<file path="config.mk">
export PLATFORM = sky130hd
export DESIGN_NAME = multiplier2_flat
export DESIGN_NICKNAME = d
export VERILOG_FILES = /design/src/rtl/nec_mul_pkg.sv /design/src/rtl/multiplier2_if.sv /design/src/rtl/mul_step.sv /design/src/rtl/multiplier2.sv /design/src/flat_wrapper.sv
export SDC_FILE = /design/constraint.sdc
export NUM_CORES = 1
export LEC_CHECK = 0
export ABC_CLOCK_PERIOD_IN_PS = 6700
export CORE_ASPECT_RATIO = 0.75
export CORE_MARGIN = 5
export CORE_UTILIZATION = 35
export DETAILED_ROUTE_END_ITERATION = 8
export PLACE_DENSITY = 0.6
export SLEW_MARGIN = 20
export SYNTH_ARGS = -nofsm -noshare
export SYNTH_HDL_FRONTEND = slang
export SYNTH_SLANG_ARGS = --single-unit
</file>
<file path="constraint.sdc">
create_clock -name clk -period 6.7 [get_ports clk]
set_input_delay 1.34 -clock clk [delete_from_list [all_inputs] [get_ports clk]]
set_output_delay 1.34 -clock clk [all_outputs]
set_load 0.005 [all_outputs]
</file>
<file path="src/rtl/nec_mul_pkg.sv">
// Shared types and constants for the shift-add multiplier.
// MULTIPLIER_RADIX4_EN selects 2 multiplier bits per step instead of 1.
package nec_mul_pkg;

    typedef enum logic [1:0] {MUL_IDLE, MUL_RUN, MUL_FIN} mul_state_t;

    localparam int unsigned MUL_WIDTH  = 16;
    localparam int unsigned MUL_NARROW = 8;
    localparam int unsigned MUL_CNT_W  = $clog2(MUL_WIDTH) + 1;

    localparam int unsigned MUL_ITERS_WIDE_R2   = MUL_WIDTH;
    localparam int unsigned MUL_ITERS_NARROW_R2 = MUL_NARROW;
    localparam int unsigned MUL_ITERS_WIDE_R4   = MUL_WIDTH / 2;
    localparam int unsigned MUL_ITERS_NARROW_R4 = MUL_NARROW / 2;

`ifdef MULTIPLIER_RADIX4_EN
    localparam int unsigned MUL_BITS_PER_STEP = 2;
    localparam int unsigned MUL_ITERS_WIDE    = MUL_ITERS_WIDE_R4;
    localparam int unsigned MUL_ITERS_NARROW  = MUL_ITERS_NARROW_R4;
`else
    localparam int unsigned MUL_BITS_PER_STEP = 1;
    localparam int unsigned MUL_ITERS_WIDE    = MUL_ITERS_WIDE_R2;
    localparam int unsigned MUL_ITERS_NARROW  = MUL_ITERS_NARROW_R2;
`endif

endpackage

</file>
<file path="src/rtl/multiplier2_if.sv">
// Start/done handshake and operand/result bundle for multiplier2.
interface multiplier2_if
    import nec_mul_pkg::*;
#(
    parameter int unsigned WIDTH = MUL_WIDTH
) ();

    logic               ce;
    logic               start;
    logic               wide;
    logic               is_signed;
    logic [WIDTH-1:0]   a;
    logic [WIDTH-1:0]   b;
    logic               busy;
    logic               done;
    logic [2*WIDTH-1:0] product;
    logic               overflow;

    modport master (
        output ce, start, wide, is_signed, a, b,
        input  busy, done, product, overflow
    );

    modport slave (
        input  ce, start, wide, is_signed, a, b,
        output busy, done, product, overflow
    );

endinterface

</file>
<file path="src/rtl/mul_step.sv">
// One shift-add iteration: adds the shifted partial product selected by the multiplier bit(s).
// MULTIPLIER_RADIX4_EN switches to 2 bits per step using a precomputed 3x multiplicand.
module mul_step
    import nec_mul_pkg::*;
#(
    parameter int unsigned WIDTH = MUL_WIDTH,
    parameter int unsigned CNT_W = MUL_CNT_W
) (
    input  logic [2*WIDTH-1:0]           i_acc,
    input  logic [2*WIDTH-1:0]           i_mag_a,
`ifdef MULTIPLIER_RADIX4_EN
    input  logic [2*WIDTH-1:0]           i_mag_a3,
`endif
    input  logic [MUL_BITS_PER_STEP-1:0] i_bits,
    input  logic [CNT_W-1:0]             i_idx,
    output logic [2*WIDTH-1:0]           o_acc
);

    logic [2*WIDTH-1:0] w_pp;

`ifdef MULTIPLIER_RADIX4_EN
    always_comb begin
        case (i_bits)
            2'd0:    w_pp = '0;
            2'd1:    w_pp = i_mag_a;
            2'd2:    w_pp = i_mag_a << 1;
            default: w_pp = i_mag_a3;
        endcase
        o_acc = i_acc + (w_pp << {i_idx, 1'b0});
    end
`else
    always_comb begin
        w_pp  = i_bits[0] ? i_mag_a : '0;
        o_acc = i_acc + (w_pp << i_idx);
    end
`endif

endmodule

</file>
<file path="src/rtl/multiplier2.sv">
// Sequential MUL/IMUL: magnitude shift-add with sign fix-up and CF/OF overflow flag.
// Build with MULTIPLIER_RADIX4_EN for the 2-bits-per-step variant.
module multiplier2
    import nec_mul_pkg::*;
#(
    parameter int unsigned WIDTH  = MUL_WIDTH,
    parameter int unsigned NARROW = MUL_NARROW
) (
    input logic          clk,
    input logic          reset,
    multiplier2_if.slave bus
);

    localparam int unsigned PW    = 2 * WIDTH;
    localparam int unsigned CNT_W = MUL_CNT_W;

    mul_state_t r_state, w_state_nxt;

    logic [WIDTH-1:0] r_mag_a, r_mag_b;
`ifdef MULTIPLIER_RADIX4_EN
    logic [PW-1:0]    r_mag_a3;
`endif
    logic             r_wide, r_signed, r_neg;
    logic [PW-1:0]    r_acc, r_product;
    logic [CNT_W-1:0] r_count;
    logic             r_busy, r_done, r_overflow;

    logic [WIDTH-1:0] w_ext_a, w_ext_b, w_mag_a, w_mag_b;
    logic             w_sign_a, w_sign_b;
    logic [CNT_W-1:0] w_idx;
    logic [MUL_BITS_PER_STEP-1:0] w_bits;
    logic [PW-1:0]    w_step_acc, w_res, w_prod;
    logic             w_ovf;

    logic [PW-1:0]    w_acc_nxt, w_product_nxt;
    logic [CNT_W-1:0] w_count_nxt;
    logic             w_busy_nxt, w_done_nxt, w_overflow_nxt;

    // Narrow operands come from the low byte, extended according to signedness.
    always_comb begin
        if (bus.wide) begin
            w_ext_a = bus.a;
            w_ext_b = bus.b;
        end else begin
            w_ext_a = {{(WIDTH-NARROW){bus.is_signed & bus.a[NARROW-1]}}, bus.a[NARROW-1:0]};
            w_ext_b = {{(WIDTH-NARROW){bus.is_signed & bus.b[NARROW-1]}}, bus.b[NARROW-1:0]};
        end
        w_sign_a = bus.is_signed & w_ext_a[WIDTH-1];
        w_sign_b = bus.is_signed & w_ext_b[WIDTH-1];
        w_mag_a  = w_sign_a ? -w_ext_a : w_ext_a;
        w_mag_b  = w_sign_b ? -w_ext_b : w_ext_b;
    end

    always_comb begin
        w_idx = (r_wide ? CNT_W'(MUL_ITERS_WIDE) : CNT_W'(MUL_ITERS_NARROW)) - r_count;
`ifdef MULTIPLIER_RADIX4_EN
        w_bits = MUL_BITS_PER_STEP'(r_mag_b >> {w_idx, 1'b0});
`else
        w_bits = MUL_BITS_PER_STEP'(r_mag_b >> w_idx);
`endif
    end

    mul_step #(
        .WIDTH (WIDTH),
        .CNT_W (CNT_W)
    ) u_step (
        .i_acc    (r_acc),
        .i_mag_a  ({{WIDTH{1'b0}}, r_mag_a}),
`ifdef MULTIPLIER_RADIX4_EN
        .i_mag_a3 (r_mag_a3),
`endif
        .i_bits   (w_bits),
        .i_idx    (w_idx),
        .o_acc    (w_step_acc)
    );

    always_comb begin
        w_res = r_neg ? -r_acc : r_acc;
        if (r_wide) begin
            w_prod = w_res;
            w_ovf  = r_signed ? (w_res[PW-1:WIDTH] != {WIDTH{w_res[WIDTH-1]}})
                              : (w_res[PW-1:WIDTH] != '0);
        end else begin
            w_prod = {{(PW-2*NARROW){1'b0}}, w_res[2*NARROW-1:0]};
            w_ovf  = r_signed ? (w_res[2*NARROW-1:NARROW] != {NARROW{w_res[NARROW-1]}})
                              : (w_res[2*NARROW-1:NARROW] != '0);
        end
    end

    always_ff @(posedge clk) begin
        if (reset) begin
            r_state <= MUL_IDLE;
        end else if (bus.ce) begin
            r_state <= w_state_nxt;
        end
    end

    always_comb begin
        w_state_nxt = r_state;
        if (bus.start) begin
            w_state_nxt = MUL_RUN;
        end else begin
            case (r_state)
                MUL_RUN: if (r_count == CNT_W'(1)) w_state_nxt = MUL_FIN;
                MUL_FIN: w_state_nxt = MUL_IDLE;
                default: w_state_nxt = MUL_IDLE;
            endcase
        end
    end

    always_comb begin
        w_acc_nxt      = r_acc;
        w_count_nxt    = r_count;
        w_busy_nxt     = r_busy;
        w_done_nxt     = r_done;
        w_product_nxt  = r_product;
        w_overflow_nxt = r_overflow;
        if (bus.start) begin
            w_acc_nxt   = '0;
            w_count_nxt = bus.wide ? CNT_W'(MUL_ITERS_WIDE) : CNT_W'(MUL_ITERS_NARROW);
            w_busy_nxt  = 1'b1;
            w_done_nxt  = 1'b0;
        end else begin
            case (r_state)
                MUL_RUN: begin
                    w_acc_nxt   = w_step_acc;
                    w_count_nxt = r_count - CNT_W'(1);
                end
                MUL_FIN: begin
                    w_product_nxt  = w_prod;
                    w_overflow_nxt = w_ovf;
                    w_done_nxt     = 1'b1;
                    w_busy_nxt     = 1'b0;
                end
                default: ;
            endcase
        end
    end

    always_ff @(posedge clk) begin
        if (reset) begin
            r_acc      <= '0;
            r_count    <= '0;
            r_busy     <= 1'b0;
            r_done     <= 1'b0;
            r_product  <= '0;
            r_overflow <= 1'b0;
            r_mag_a    <= '0;
            r_mag_b    <= '0;
`ifdef MULTIPLIER_RADIX4_EN
            r_mag_a3   <= '0;
`endif
            r_wide     <= 1'b0;
            r_signed   <= 1'b0;
            r_neg      <= 1'b0;
        end else if (bus.ce) begin
            r_acc      <= w_acc_nxt;
            r_count    <= w_count_nxt;
            r_busy     <= w_busy_nxt;
            r_done     <= w_done_nxt;
            r_product  <= w_product_nxt;
            r_overflow <= w_overflow_nxt;
            if (bus.start) begin
                r_mag_a  <= w_mag_a;
                r_mag_b  <= w_mag_b;
`ifdef MULTIPLIER_RADIX4_EN
                r_mag_a3 <= ({{WIDTH{1'b0}}, w_mag_a} << 1) + {{WIDTH{1'b0}}, w_mag_a};
`endif
                r_wide   <= bus.wide;
                r_signed <= bus.is_signed;
                r_neg    <= w_sign_a ^ w_sign_b;
            end
        end
    end

    assign bus.busy     = r_busy;
    assign bus.done     = r_done;
    assign bus.product  = r_product;
    assign bus.overflow = r_overflow;

endmodule
</file>
<file path="src/flat_wrapper.sv">
// flat-port wrapper written by rule: the top's interface ports become plain ports
module multiplier2_flat import nec_mul_pkg::*;
#(
    parameter int unsigned WIDTH  = MUL_WIDTH,
    parameter int unsigned NARROW = MUL_NARROW
)
  (clk, reset, bus_ce, bus_start, bus_wide, bus_is_signed, bus_a, bus_b, bus_busy, bus_done, bus_product, bus_overflow);
  multiplier2_if #(.WIDTH(WIDTH)) bus_i ();
  input logic clk;
  input logic reset;
  input wire logic [$bits(bus_i.ce)-1:0] bus_ce;
  input wire logic [$bits(bus_i.start)-1:0] bus_start;
  input wire logic [$bits(bus_i.wide)-1:0] bus_wide;
  input wire logic [$bits(bus_i.is_signed)-1:0] bus_is_signed;
  input wire logic [$bits(bus_i.a)-1:0] bus_a;
  input wire logic [$bits(bus_i.b)-1:0] bus_b;
  output wire logic [$bits(bus_i.busy)-1:0] bus_busy;
  output wire logic [$bits(bus_i.done)-1:0] bus_done;
  output wire logic [$bits(bus_i.product)-1:0] bus_product;
  output wire logic [$bits(bus_i.overflow)-1:0] bus_overflow;
  assign bus_i.ce = bus_ce;
  assign bus_i.start = bus_start;
  assign bus_i.wide = bus_wide;
  assign bus_i.is_signed = bus_is_signed;
  assign bus_i.a = bus_a;
  assign bus_i.b = bus_b;
  assign bus_busy = bus_i.busy;
  assign bus_done = bus_i.done;
  assign bus_product = bus_i.product;
  assign bus_overflow = bus_i.overflow;
  multiplier2 #(.WIDTH(WIDTH), .NARROW(NARROW)) u_core (.clk(clk), .reset(reset), .bus(bus_i));
endmodule
</file>
==> impl_metrics.tcl <==
set metrics [dict create \
    outcome "finished clean" \
    hp-start "u_core.bus.done" \
    crit_path_max_fanout 30 \
    remaining_antenna_violation_count_after_routing 0 \
    yosysTopAreaCell "sky130_fd_sc_hd__dfxtp_1" \
    timing.critical_path.required_ns 6.93 \
    syn-cell-area_sq_um 8050 \
    synth_ff_type "sky130_fd_sc_hd__dfxtp_1" \
    ys_seq_elements 109 \
    path_class "reg -> reg" \
    worst_pin_slew_ns 1.04 \
    critical_path_arrival_ns 6.10 \
    cts_setup_buffers 0 \
    drt-initial-drc-count 563 \
    cts_clk_pin_slew_worst_paths_ns 0.08 \
    drive_gt1_share_pct 5.90 \
    wl_um 23200 \
    die-height_um 141 \
    buffer_ports.inserted 72 \
    terminus_of_the_critical_flop_to_flop_path "u_core.r_acc[30]" \
    seqPwrFrac_pct 45.2 \
    rr_startpoint "u_core.r_count[0]" \
    gr-usage-all-layers_pct 18.2 \
    clockPowerShare_pct 36.7 \
    place_hpwl_um 17700 \
    holdBufCountCts 0 \
    detailroute.via_count 7794 \
    die_w_um 185 \
    p_total_w 0.00150 \
    finish.net_count 1173 \
    cts.htree.levels 3 \
    final_cell_mix "sky130_fd_sc_hd__nor2_1 (149), sky130_fd_sc_hd__nand2_1 (117), sky130_fd_sc_hd__dfxtp_1 (109), sky130_fd_sc_hd__a21oi_1 (91), sky130_fd_sc_hd__clkdlybuf4s50_1 (71)" \
    grt_first_pass_wirelength_um 39300 \
    drtPass1Iterations 5 \
    p_comb_share_pct 18.1 \
    synth_top_cells_by_area "sky130_fd_sc_hd__dfxtp_1 (27%), sky130_fd_sc_hd__nor2_1 (7.0%), sky130_fd_sc_hd__ha_1 (5.9%)" \
    setup-tns-final_ns 0 \
    ys_async_sr_fraction_pct 0 \
    syn_area_per_cell_sq_um 7.60 \
    edff_count_synth 0 \
    worst-r2r-setup-slack_ns 0.83 \
    first_global_vias 7328 \
    finalHoldWorstSlack_ns 0.458 \
    final_period_minus_worst_setup_slack_ns 5.87 \
    yosys.area.top_type_share_pct 27.1 \
    yosysWarnings 0 \
    ff2ff_path_depth 21 \
    power.share.switching_pct 30.5 \
    endpoint_kind "register" \
    worst_slew_margin_rel_pct 30.7 \
    num-fill-cells 2356 \
    timing.clock.skew_ns 0.00840 \
    post_cts_gate_resize_count 0 \
    core.rowCount 48 \
    ys_seq_area_share_pct 27.1 \
    route.detailed.drc 0 \
    post_synth_inst_count 1060 \
    starting_density_of_the_core_pct 35.3 \
    grt_start_max_net_pins 77 \
    worstSkewPairLatency_ns 0.37 \
    antenna_cells 0 \
    hold_path.class "reg -> reg" \
    die_area_sq_um 26200 \
    detail_route.vias_per_cell 5.56 \
    cts_made_buffers 9 \
    cts_tree "built" \
    power.leakage_nw 3.50 \
    timing_hold_violations_final 0 \
    power.density_nw_per_um2 161 \
    globalplace.congestion 0.920 \
    cts_num_sinks 109 \
    cp-start-kind "register" \
    maxCapViolations 0 \
    gr-total-overflow 0 \
    unrepaired_setup_endpoints_after_global_routing "false" \
    floorplan.core_area_sq_um 22800 \
    mostFrequentLayoutCell "sky130_fd_sc_hd__nor2_1" \
    worstHoldPathCells 2 \
    cts_max_path_buffers 2 \
    io_pins 73 \
    syn2layout_area_growth_pct 15.6 \
    ir_worst_vdd_mv 0.118 \
    synth.lib_cells_used.distinct 63 \
    p_int_w 0.00104 \
    final.period_utilization_pct 87.7 \
    syn_nets 1137 \
    detail_route.wl_per_cell_um 16.5 \
    report.final.slew_viol_count 0 \
    holdPathEnd "u_core.bus.done" \
    finalSetupViolations 0 \
    grt_antenna_before_repair 0 \
    maxClockFrequency_ghz 0.170 \
    p_sw_w 0.000458 \
    cts-root-buf "sky130_fd_sc_hd__clkbuf_16" \
]
[stage by stage]
stage	std cells	setup WS [ns]	util (%)	cell area [sq um]
final	1401	0.827	40.8	9310
after CTS	1401	0.938	40.8	9310
after global routing	1401	0.333	40.8	9310
after detailed placement	1385	0.996	39.5	9010
after floorplan	1060	1.20	-	8050
after global placement	1385	1.20	39.5	9010
[registers in the layout, summed over array words and instances (netlist names)]
register / count
u_core.r_count: 5
u_core.r_signed: 1
u_core.r_mag_b: 16
u_core.r_acc: 32
u_core.bus.product: 32
u_core.bus.overflow: 1
u_core.bus.done: 1
u_core.r_neg: 1
u_core.r_wide: 1
u_core.r_mag_a: 16
u_core.r_state: 2
u_core.bus.busy: 1
[power groups by stage]
stage               Sequential, W  Clock [W]  Combinational [W]
floorplan                0.000688          0           0.000190
global placement         0.000693          0           0.000267
detailed placement       0.000693          0           0.000268
CTS                      0.000678   0.000568           0.000269
global route             0.000681   0.000592           0.000302
finish                   0.000678   0.000552           0.000272
[worst max-delay path by stage]
stage               depth (start not counted)         startpoint          endpoint  slack [ns]
floorplan                                  23  u_core.r_count[0]  u_core.r_acc[30]        1.20
global placement                           21  u_core.r_count[0]  u_core.r_acc[30]        1.20
detailed placement                         21  u_core.r_count[0]  u_core.r_acc[30]         1.0
CTS                                        21  u_core.r_count[0]  u_core.r_acc[30]        0.94
global route                               21  u_core.r_count[0]  u_core.r_acc[26]        0.33
finish                                     21  u_core.r_count[0]  u_core.r_acc[30]        0.83
[per-layer routing]
metal	global-route usage, %	vias to the layer above	share of wire (%)
met5	0	-	0
met4	4.44	0	1.4
met3	3.02	19	6.3
met2	25.6	216	40
met1	28.6	3624	52
li1	-	3935	-
[cell usage after synthesis, types with 11 or more instances]
cell type	number
sky130_fd_sc_hd__ha_1	38
sky130_fd_sc_hd__nand2b_1	11
sky130_fd_sc_hd__or3_1	15
sky130_fd_sc_hd__a22oi_1	22
sky130_fd_sc_hd__nor2_1	150
sky130_fd_sc_hd__inv_1	26
sky130_fd_sc_hd__a211oi_1	40
sky130_fd_sc_hd__nand3_1	12
sky130_fd_sc_hd__mux4_2	12
sky130_fd_sc_hd__a21oi_1	91
sky130_fd_sc_hd__clkbuf_1	54
sky130_fd_sc_hd__xor2_1	39
sky130_fd_sc_hd__nor2b_1	13
sky130_fd_sc_hd__o21ai_0	64
sky130_fd_sc_hd__xnor2_1	41
sky130_fd_sc_hd__mux2i_1	11
sky130_fd_sc_hd__nand2_1	117
sky130_fd_sc_hd__nor4_1	16
sky130_fd_sc_hd__nor3_1	22
sky130_fd_sc_hd__dfxtp_1	109
[final cells by class]
| class | count | area, sq um | area share (%) |
|---|---|---|---|
| Multi-Input combinational cell | 864 | 5530 | 59.4 |
| Sequential cell | 109 | 2180 | 23.4 |
| Timing Repair Buffer | 86 | 821 | 8.82 |
| Tap cell | 300 | 375 | 4.03 |
| Clock buffer | 10 | 239 | 2.57 |
| Inverter | 26 | 97.6 | 1.05 |
| Clock inverter | 6 | 62.6 | 0.672 |
[logic make-up (layout without fill, tap and decap cells)]
group | count (synthesis) | count (layout) | share of synthesized area (%)
AO/OA/AOI/OAI | 314 | 314 | 25.4
XOR/XNOR | 80 | 80 | 8.70
adder cells (fa/ha/maj) | 39 | 39 | 6.15
buffers and inverters | 87 | 128 | 4.24
flip-flops | 109 | 109 | 27.1
multiplexers | 29 | 29 | 5.56
AND/OR/NAND/NOR | 402 | 402 | 22.9
[critical path: stages, from the launching register on]
cell and delay, ns:
sky130_fd_sc_hd__dfxtp_1 0.32, sky130_fd_sc_hd__buf_4 0.25, sky130_fd_sc_hd__nor3_1 0.60, sky130_fd_sc_hd__xor2_1 0.14
sky130_fd_sc_hd__buf_4 0.24, sky130_fd_sc_hd__and3_1 0.20, sky130_fd_sc_hd__a211o_1 0.28, sky130_fd_sc_hd__buf_4 0.19
sky130_fd_sc_hd__or2_2 0.35, sky130_fd_sc_hd__nor2_1 0.14, sky130_fd_sc_hd__ha_1 0.19, sky130_fd_sc_hd__inv_1 0.06
sky130_fd_sc_hd__fa_1 0.38, sky130_fd_sc_hd__nor2b_1 0.21, sky130_fd_sc_hd__o31ai_1 0.13, sky130_fd_sc_hd__a21oi_1 0.25
sky130_fd_sc_hd__o21ai_0 0.22, sky130_fd_sc_hd__o21ai_0 0.71, sky130_fd_sc_hd__a211oi_1 0.17, sky130_fd_sc_hd__o41ai_1 0.45
sky130_fd_sc_hd__xnor2_1 0.16, sky130_fd_sc_hd__o21ai_0 0.08
Note: power is estimated with default switching activity, not from simulation.
